==> src/rtl/mips_mem_pkg.sv <==
// Shared widths and enumerations for the instruction/data memory port arbiter.
// The owner type records which requester the outstanding memory access belongs to.
package mips_mem_pkg;

  localparam int ADDR_W = 30;
  localparam int DATA_W = 32;

  typedef enum logic {
    OWN_IF = 1'b0,
    OWN_D  = 1'b1
  } owner_t;

  typedef enum logic {
    ST_IDLE = 1'b0,
    ST_BUSY = 1'b1
  } arb_state_t;

endpackage

==> src/rtl/mem_port_arbiter.sv <==
// Arbitrates a fetch port and a data port onto one single-port memory with a
// fixed read latency; one transaction in flight, starvation-limited data priority.
module mem_port_arbiter
  import mips_mem_pkg::*;
#(
  parameter int LATENCY    = 2,
  parameter int STARVE_MAX = 4
) (
  input  logic              clk,
  input  logic              rst_n,
  input  logic              if_req,
  input  logic [ADDR_W-1:0] if_addr,
  output logic              if_gnt,
  output logic              if_rvalid,
  output logic [DATA_W-1:0] if_rdata,
  input  logic              d_req,
  input  logic              d_we,
  input  logic [ADDR_W-1:0] d_addr,
  input  logic [DATA_W-1:0] d_wdata,
  output logic              d_gnt,
  output logic              d_rvalid,
  output logic [DATA_W-1:0] d_rdata,
  output logic              mem_en,
  output logic              mem_we,
  output logic [ADDR_W-1:0] mem_addr,
  output logic [DATA_W-1:0] mem_wdata,
  input  logic [DATA_W-1:0] mem_rdata
);

  localparam logic [2:0] LAT_LOAD   = 3'(LATENCY - 1);
  localparam logic [2:0] STARVE_LIM = 3'(STARVE_MAX);

  arb_state_t r_state, w_state_next;
  owner_t     r_owner, w_owner_next;
  logic [2:0] r_lat_cnt, w_lat_cnt_next;
  logic [2:0] r_starve_cnt, w_starve_cnt_next;
  logic       w_done;
  logic       w_free;
  logic       w_grant_if;
  logic       w_grant_d;

  // The response cycle doubles as an idle cycle so a new grant can overlap it.
  assign w_done = (r_state == ST_BUSY) && (r_lat_cnt == 3'd0);
  assign w_free = (r_state == ST_IDLE) || w_done;

  always_ff @(posedge clk or negedge rst_n) begin
    if (!rst_n) begin
      r_state      <= ST_IDLE;
      r_owner      <= OWN_IF;
      r_lat_cnt    <= 3'd0;
      r_starve_cnt <= 3'd0;
    end else begin
      r_state      <= w_state_next;
      r_owner      <= w_owner_next;
      r_lat_cnt    <= w_lat_cnt_next;
      r_starve_cnt <= w_starve_cnt_next;
    end
  end

  always_comb begin
    w_state_next      = r_state;
    w_owner_next      = r_owner;
    w_lat_cnt_next    = r_lat_cnt;
    w_starve_cnt_next = r_starve_cnt;
    w_grant_if        = 1'b0;
    w_grant_d         = 1'b0;

    if (w_free) begin
      if (if_req && (!d_req || (r_starve_cnt >= STARVE_LIM))) begin
        w_grant_if = 1'b1;
      end else if (d_req) begin
        w_grant_d = 1'b1;
      end
    end

    case (r_state)
      ST_IDLE: begin
        if (w_grant_if || w_grant_d) begin
          w_state_next   = ST_BUSY;
          w_lat_cnt_next = LAT_LOAD;
          w_owner_next   = w_grant_d ? OWN_D : OWN_IF;
        end
      end
      ST_BUSY: begin
        if (w_grant_if || w_grant_d) begin
          w_lat_cnt_next = LAT_LOAD;
          w_owner_next   = w_grant_d ? OWN_D : OWN_IF;
        end else if (w_done) begin
          w_state_next = ST_IDLE;
        end else begin
          w_lat_cnt_next = r_lat_cnt - 3'd1;
        end
      end
      default: w_state_next = ST_IDLE;
    endcase

    // Counts losses only when data actually takes the port from a waiting fetch.
    if (w_grant_if) begin
      w_starve_cnt_next = 3'd0;
    end else if (if_req && w_grant_d && (r_starve_cnt != 3'd7)) begin
      w_starve_cnt_next = r_starve_cnt + 3'd1;
    end
  end

  always_comb begin
    if_gnt    = 1'b0;
    d_gnt     = 1'b0;
    mem_en    = 1'b0;
    mem_we    = 1'b0;
    mem_addr  = '0;
    mem_wdata = '0;
    if (rst_n) begin
      if_gnt = w_grant_if;
      d_gnt  = w_grant_d;
      mem_en = w_grant_if || w_grant_d;
      if (w_grant_if) begin
        mem_addr = if_addr;
      end else if (w_grant_d) begin
        mem_addr  = d_addr;
        mem_we    = d_we;
        mem_wdata = d_wdata;
      end
    end
  end

  assign if_rvalid = w_done && (r_owner == OWN_IF);
  assign d_rvalid  = w_done && (r_owner == OWN_D);
  assign if_rdata  = if_rvalid ? mem_rdata : '0;
  assign d_rdata   = d_rvalid ? mem_rdata : '0;

endmodule

==> config.mk <==
export PLATFORM = sky130hd
export DESIGN_NAME = mem_port_arbiter
export DESIGN_NICKNAME = d
export VERILOG_FILES = /design/src/rtl/mips_mem_pkg.sv /design/src/rtl/mem_port_arbiter.sv
export SDC_FILE = /design/constraint.sdc
export NUM_CORES = 1
export LEC_CHECK = 0
export ABC_AREA = 1
export CORE_ASPECT_RATIO = 0.5
export CORE_MARGIN = 10
export CORE_UTILIZATION = 22
export CTS_BUF_LIST = sky130_fd_sc_hd__clkbuf_16
export DETAILED_ROUTE_END_ITERATION = 8
export MAX_ROUTING_LAYER = met4
export PLACE_DENSITY = 0.82
export SLEW_MARGIN = 10
export SYNTH_ARGS = -nofsm -noshare
export SYNTH_HDL_FRONTEND = slang
export SYNTH_SLANG_ARGS = --single-unit
==> constraint.sdc <==
create_clock -name clk -period 1.9 [get_ports clk]
set_input_delay 0.38 -clock clk [delete_from_list [all_inputs] [get_ports clk]]
set_output_delay 0.38 -clock clk [all_outputs]
set_load 0.03 [all_outputs]
# Word level (Yosys, flattened, before mapping)
# Index checks and enable logic that the tools add are counted.
dict set report totals {
  reg_bits 8
  output_inout_bits 132
  inputBits 129
  wordCells 56
}
dict set report op_classes {
  bitwise_logic 2
  n_reduce_logical 13
  magnitude_cmp 1
  eq_ne 3
  add_sub_neg 2
  mux 31
}
# op count
set op_table {}
lappend op_table {{$mux W32} 5}
lappend op_table {{$mux W30} 3}
lappend op_table {{$mux W1} 16}
lappend op_table {{$mux W3} 5}
lappend op_table {{$logic_and A1 B1 Y1} 6}
lappend op_table {{$pmux W3 S2} 1}
lappend op_table {{$add A3 B1 Y3 const B} 1}
lappend op_table {{$ge A3 B3 Y1 const B} 1}
lappend op_table {{$logic_not A3 Y1} 1}
lappend op_table {{$logic_or A1 B1 Y1} 3}
lappend op_table {{$ne A3 B2 Y1 const B} 1}
lappend op_table {{$ne A3 B3 Y1 const B} 1}
lappend op_table {{$sub A3 B1 Y3 const B} 1}
lappend op_table {{$ne A2 B1 Y1 const B} 1}
lappend op_table {{$not A1 Y1} 2}
lappend op_table {{$pmux W1 S2} 1}
lappend op_table {{$reduce_and A2 Y1} 1}
lappend op_table {{$reduce_bool A2 Y1} 1}
lappend op_table {{$logic_not A1 Y1} 1}

# Logic depth before layout (Yosys ltp)
dict set report depth {
  ltp_word 9
  mapped_depth 11
  mapped_depth_nobuf 10
}

# Worst setup path before layout
# No wires, ideal clock.
dict set report synth_path {
  kind {register to output}
  startpoint {register r_lat_cnt[0]}
  endpoint {output d_rdata[10]}
  stages_incl_launch_ff 8
  path_buffers 1
  t_required_ns 1.520
  path_slack_ns -0.389
  arrival_ns 1.909
  cell_sequence {dfrtp_1 inv_1 ha_1 nand3_1 nor2_1 inv_1 buf_2 nor2_1}
}
dict set report synth_via {
  elab_chain_cells 4
}
# element line_no
set synth_rtl {}
lappend synth_rtl {{start: declaration} mem_port_arbiter.sv:35} ;# logic [2:0] r_lat_cnt, w_lat_cnt_next;
lappend synth_rtl {{start signal: assignment} mem_port_arbiter.sv:55} ;# r_lat_cnt <= w_lat_cnt_next;
lappend synth_rtl {{$logic_not A3 Y1} mem_port_arbiter.sv:43} ;# assign w_done = (r_state == ST_BUSY) && (r_lat_cnt == 3'd0);
lappend synth_rtl {{$logic_and A1 B1 Y1} mem_port_arbiter.sv:43}
lappend synth_rtl {{$logic_and A1 B1 Y1} mem_port_arbiter.sv:127} ;# assign d_rvalid = w_done && (r_owner == OWN_D);
lappend synth_rtl {{net d_rvalid} mem_port_arbiter.sv:21} ;# output logic d_rvalid,
lappend synth_rtl {{$mux W32} mem_port_arbiter.sv:129} ;# assign d_rdata = d_rvalid ? mem_rdata : '0;
lappend synth_rtl {{end: declaration} mem_port_arbiter.sv:22} ;# output logic [DATA_W-1:0] d_rdata,
# The timed path passes the listed nets, and every way through them passes these cells.

# Final worst setup path
dict set report layout_path {
  startpoint {register r_lat_cnt[0]}
  endpoint {output mem_addr[5]}
}
dict set report layout_via {
  elab_chain_cells 7
  elab_cells_between_ends 8
  cone_classes {mux: 5; reduce/logical: 3}
}
# element line_no
set layout_rtl {}
lappend layout_rtl {{$logic_not A3 Y1 *} mem_port_arbiter.sv:43}
lappend layout_rtl {{$logic_and A1 B1 Y1 *} mem_port_arbiter.sv:43}
lappend layout_rtl {{$logic_or A1 B1 Y1 *} mem_port_arbiter.sv:44} ;# assign w_free = (r_state == ST_IDLE) || w_done;
lappend layout_rtl {{$mux W1} mem_port_arbiter.sv:68} ;# if (w_free) begin
lappend layout_rtl {{$mux W30} mem_port_arbiter.sv:118} ;# end else if (w_grant_d) begin
lappend layout_rtl {{$mux W30 *} mem_port_arbiter.sv:116} ;# if (w_grant_if) begin
lappend layout_rtl {{$mux W30 *} mem_port_arbiter.sv:112} ;# if (rst_n) begin
lappend layout_rtl {{end: declaration} mem_port_arbiter.sv:25} ;# output logic [ADDR_W-1:0] mem_addr,
# Mark *: on every way between the ends. The rest lies on a longest branch, timed or not.

==> impl_metrics.toml <==
[outcome]
status = "finished with violations"
violations = "negative setup slack"

[final_layout]
final_nets = 750
area_growth_syn_to_layout_pct = 251
fillers = 384
layout_commonest_cell = "clkdlybuf4s50_1"
layout-drive-gt1-share = 0.550
mostFrequentLayoutCells = "clkdlybuf4s50_1 (126), buf_6 (93), inv_1 (71)"
utilization = 0.814
num_antenna_cells = 0
multi_input_area_um2 = 1620
seq_area_um2 = 200

[global_route]
grt_pass1_wl_um = 17300
antenna_found_initial = 0
grt_pass1_vias = 3267
overflow = 0
grt.total_usage = 0.194
grt_max_degree = 20

[sta]
rsz0062_at_grt = "true"
report.final.slew_viol_count = 0
skew_ns = 0.00382
period_share = 1.13
worst_pin_slew_ns = 0.229
hold_viol = 0
max_slew_margin = 0.847
fin_setup_tns_ns = -20.28
worst_slack_ns = -0.253
setup_viol = 130
max_freq_ghz = 0.464
min_period_ns = 2.15

[drt]
avgRoutedWirePerCell_um = 18.3
num_vias = 3081
antenna_left = 0
drt-total-wl_um = 13000
drc = 0
drt_pass1_iterations = 4
viasPerCell = 4.36
drt_iter0_markers = 150

[logic_synthesis]
synth.yosys.warnings = 0
netlist_instances = 328
synth_flop_cell = "dfrtp_1"
synth-async-reset-ratio = 1.00
syn_area_per_cell_um2 = 4.83
synth-edff-count = 0
syn_nets = 461
syn_area_um2 = 1580
yosysSeqAreaShare = 0.126
ys_ff_latch = 8
synth_cell_types = 20

[placed_design]
post-place-ws_ns = -0.319
dpl.hpwl_um = 9190
numPortBuffers = 260
gp_congestion = 0.875

[worst_setup_path]
crit_path_top_delay_cell = "dfrtp_1"
cp-end-kind = "primary output"
cp_data_required_time_ns = 1.52
crit_chain = "inv_2 -> ha_4 -> nand2_4 -> nand2_4 -> nand2_4 -> nor2_4 -> buf_6 -> buf_12 -> nand2_4 -> nand2_2 -> buf_6"
critPathBufInv = 4
slowest_delay_ns = 0.40
worstSetupPathType = "flop to primary output"
cp_data_arrival_time_ns = 1.77
path_delay_family = "buffers and inverters"
crit_fanout = 6
cp-start-kind = "flop"
cpMostUsedCell = "nand2_4"

[floorplan]
core_area_um2 = 6830
die_area_um2 = 11200
die_h_um = 80.0
die_width_um = 140
rows = 21
ioPinCount = 261
start_util = 0.232

[clock_tree]
clockBufferDepth = 2
hold_buffers = 0
cts_tree = "yes"
cts.sinks = 8
clk_latency_ns = 0.24
cts_root_buf = "clkbuf_16"
htree_levels = 1
clkTransAtPathRegs_ns = 0.04
numCtsBuffers = 3

[power_and_ir_drop]
leakagePower_nw = 2.87
power.total_mw = 4.40
power_density_nw_per_um2 = 791
ir_worst_vdd_v = 0.000334

[worst_hold_path]
hold_path.class = "primary input to asynchronous set/reset pin"

[job]
cap_viol_max_count = 0
[synthesized netlist by cell type (2+ instances only)]
cell type	instances	area, um2
buf_2	9	45.0
buf_6	5	56.3
dfrtp_1	8	200
inv_2	2	7.51
nor2_1	102	383
ha_1	4	50.1
nand2_1	89	334
nand2_2	11	68.8
nand3_1	10	50.1
nand2_4	2	22.5
a21oi_1	2	10.0
inv_1	75	282
inv_4	2	12.5
[per-stage QoR]
| step | hold slack (ns) | instance area (um2) | instances |
|---|---|---|---|
| 6_report | 0.509 | 5560 | 707 |
| 5_1_grt | 0.522 | 5560 | 707 |
| 4_1_cts | 0.505 | 5150 | 704 |
| 3_5_place_dp | 0.501 | 4570 | 693 |
| 3_3_place_gp | 0.485 | 4570 | 693 |
| 2_1_floorplan | 0.0844 | 1840 | 328 |
[state kept, by name, summed over array words and instances, names as in the netlist]
register      count
r_owner           1
r_lat_cnt         3
r_state           1
r_starve_cnt      3
[area by class of cell]
cell class | count | area share
Timing Repair Buffer | 299 | 0.580
Multi-Input combinational cell | 226 | 0.292
Inverter | 79 | 0.0574
Sequential cell | 8 | 0.0360
Tap cell | 92 | 0.0207
Clock buffer | 3 | 0.0135
[final timing paths]
kind | from | end | slack [ns] | cells after the start
max in group asynchronous | rst_n | r_state$_DFF_PN0_ | 1.25 | 2
hold reg to reg | r_starve_cnt[1]$_DFFE_PN0P_ | r_starve_cnt[1]$_DFFE_PN0P_ | 0.51 | 2
setup reg to reg | r_starve_cnt[0]$_DFFE_PN0P_ | r_starve_cnt[0]$_DFFE_PN0P_ | 0.43 | 6
setup / recovery | r_lat_cnt[0]$_DFFE_PN0P_ | mem_addr[5] | -0.25 | 11
hold / removal | rst_n | r_starve_cnt[0]$_DFFE_PN0P_ | 0.51 | 2
min in group clk | r_starve_cnt[1]$_DFFE_PN0P_ | r_starve_cnt[1]$_DFFE_PN0P_ | 0.51 | 2
[metal layers]
metal | vias up | part of all wire | wire length (um) | track usage
met5 | - | 0 | 0 | -
met4 | 0 | 0.030 | 391 | 0.0615
met3 | 28 | 0.048 | 620 | 0.0273
met2 | 132 | 0.58 | 7510 | 0.389
met1 | 1427 | 0.34 | 4440 | 0.192
li1 | 1494 | - | - | -
[what timing repair did]
| item | 4_1_cts | 5_1_grt |
|---|---|---|
| endpoints found under the hold margin | 0 | 0 |
| setup endpoints to repair | 130 | 130 |
| gates cloned | 2 | 2 |
| setup buffers | 6 | 3 |
| gates resized for setup | 128 | 104 |
| pin swaps | 17 | 18 |
[logic make-up after synthesis]
group | after synthesis | synth area share
buf+inv | 94 | 0.264
flops | 8 | 0.126
compound gates | 5 | 0.0190
xor+xnor | 1 | 0.00553
simple gates | 216 | 0.553
fa+ha+maj | 4 | 0.0316
[where the power goes]
part	internal, mW	switching [mW]
Combinational	1.64	2.07
Clock	0.273	0.0972
Sequential	0.248	0.0722
Note: power is estimated with default switching activity, not from simulation.
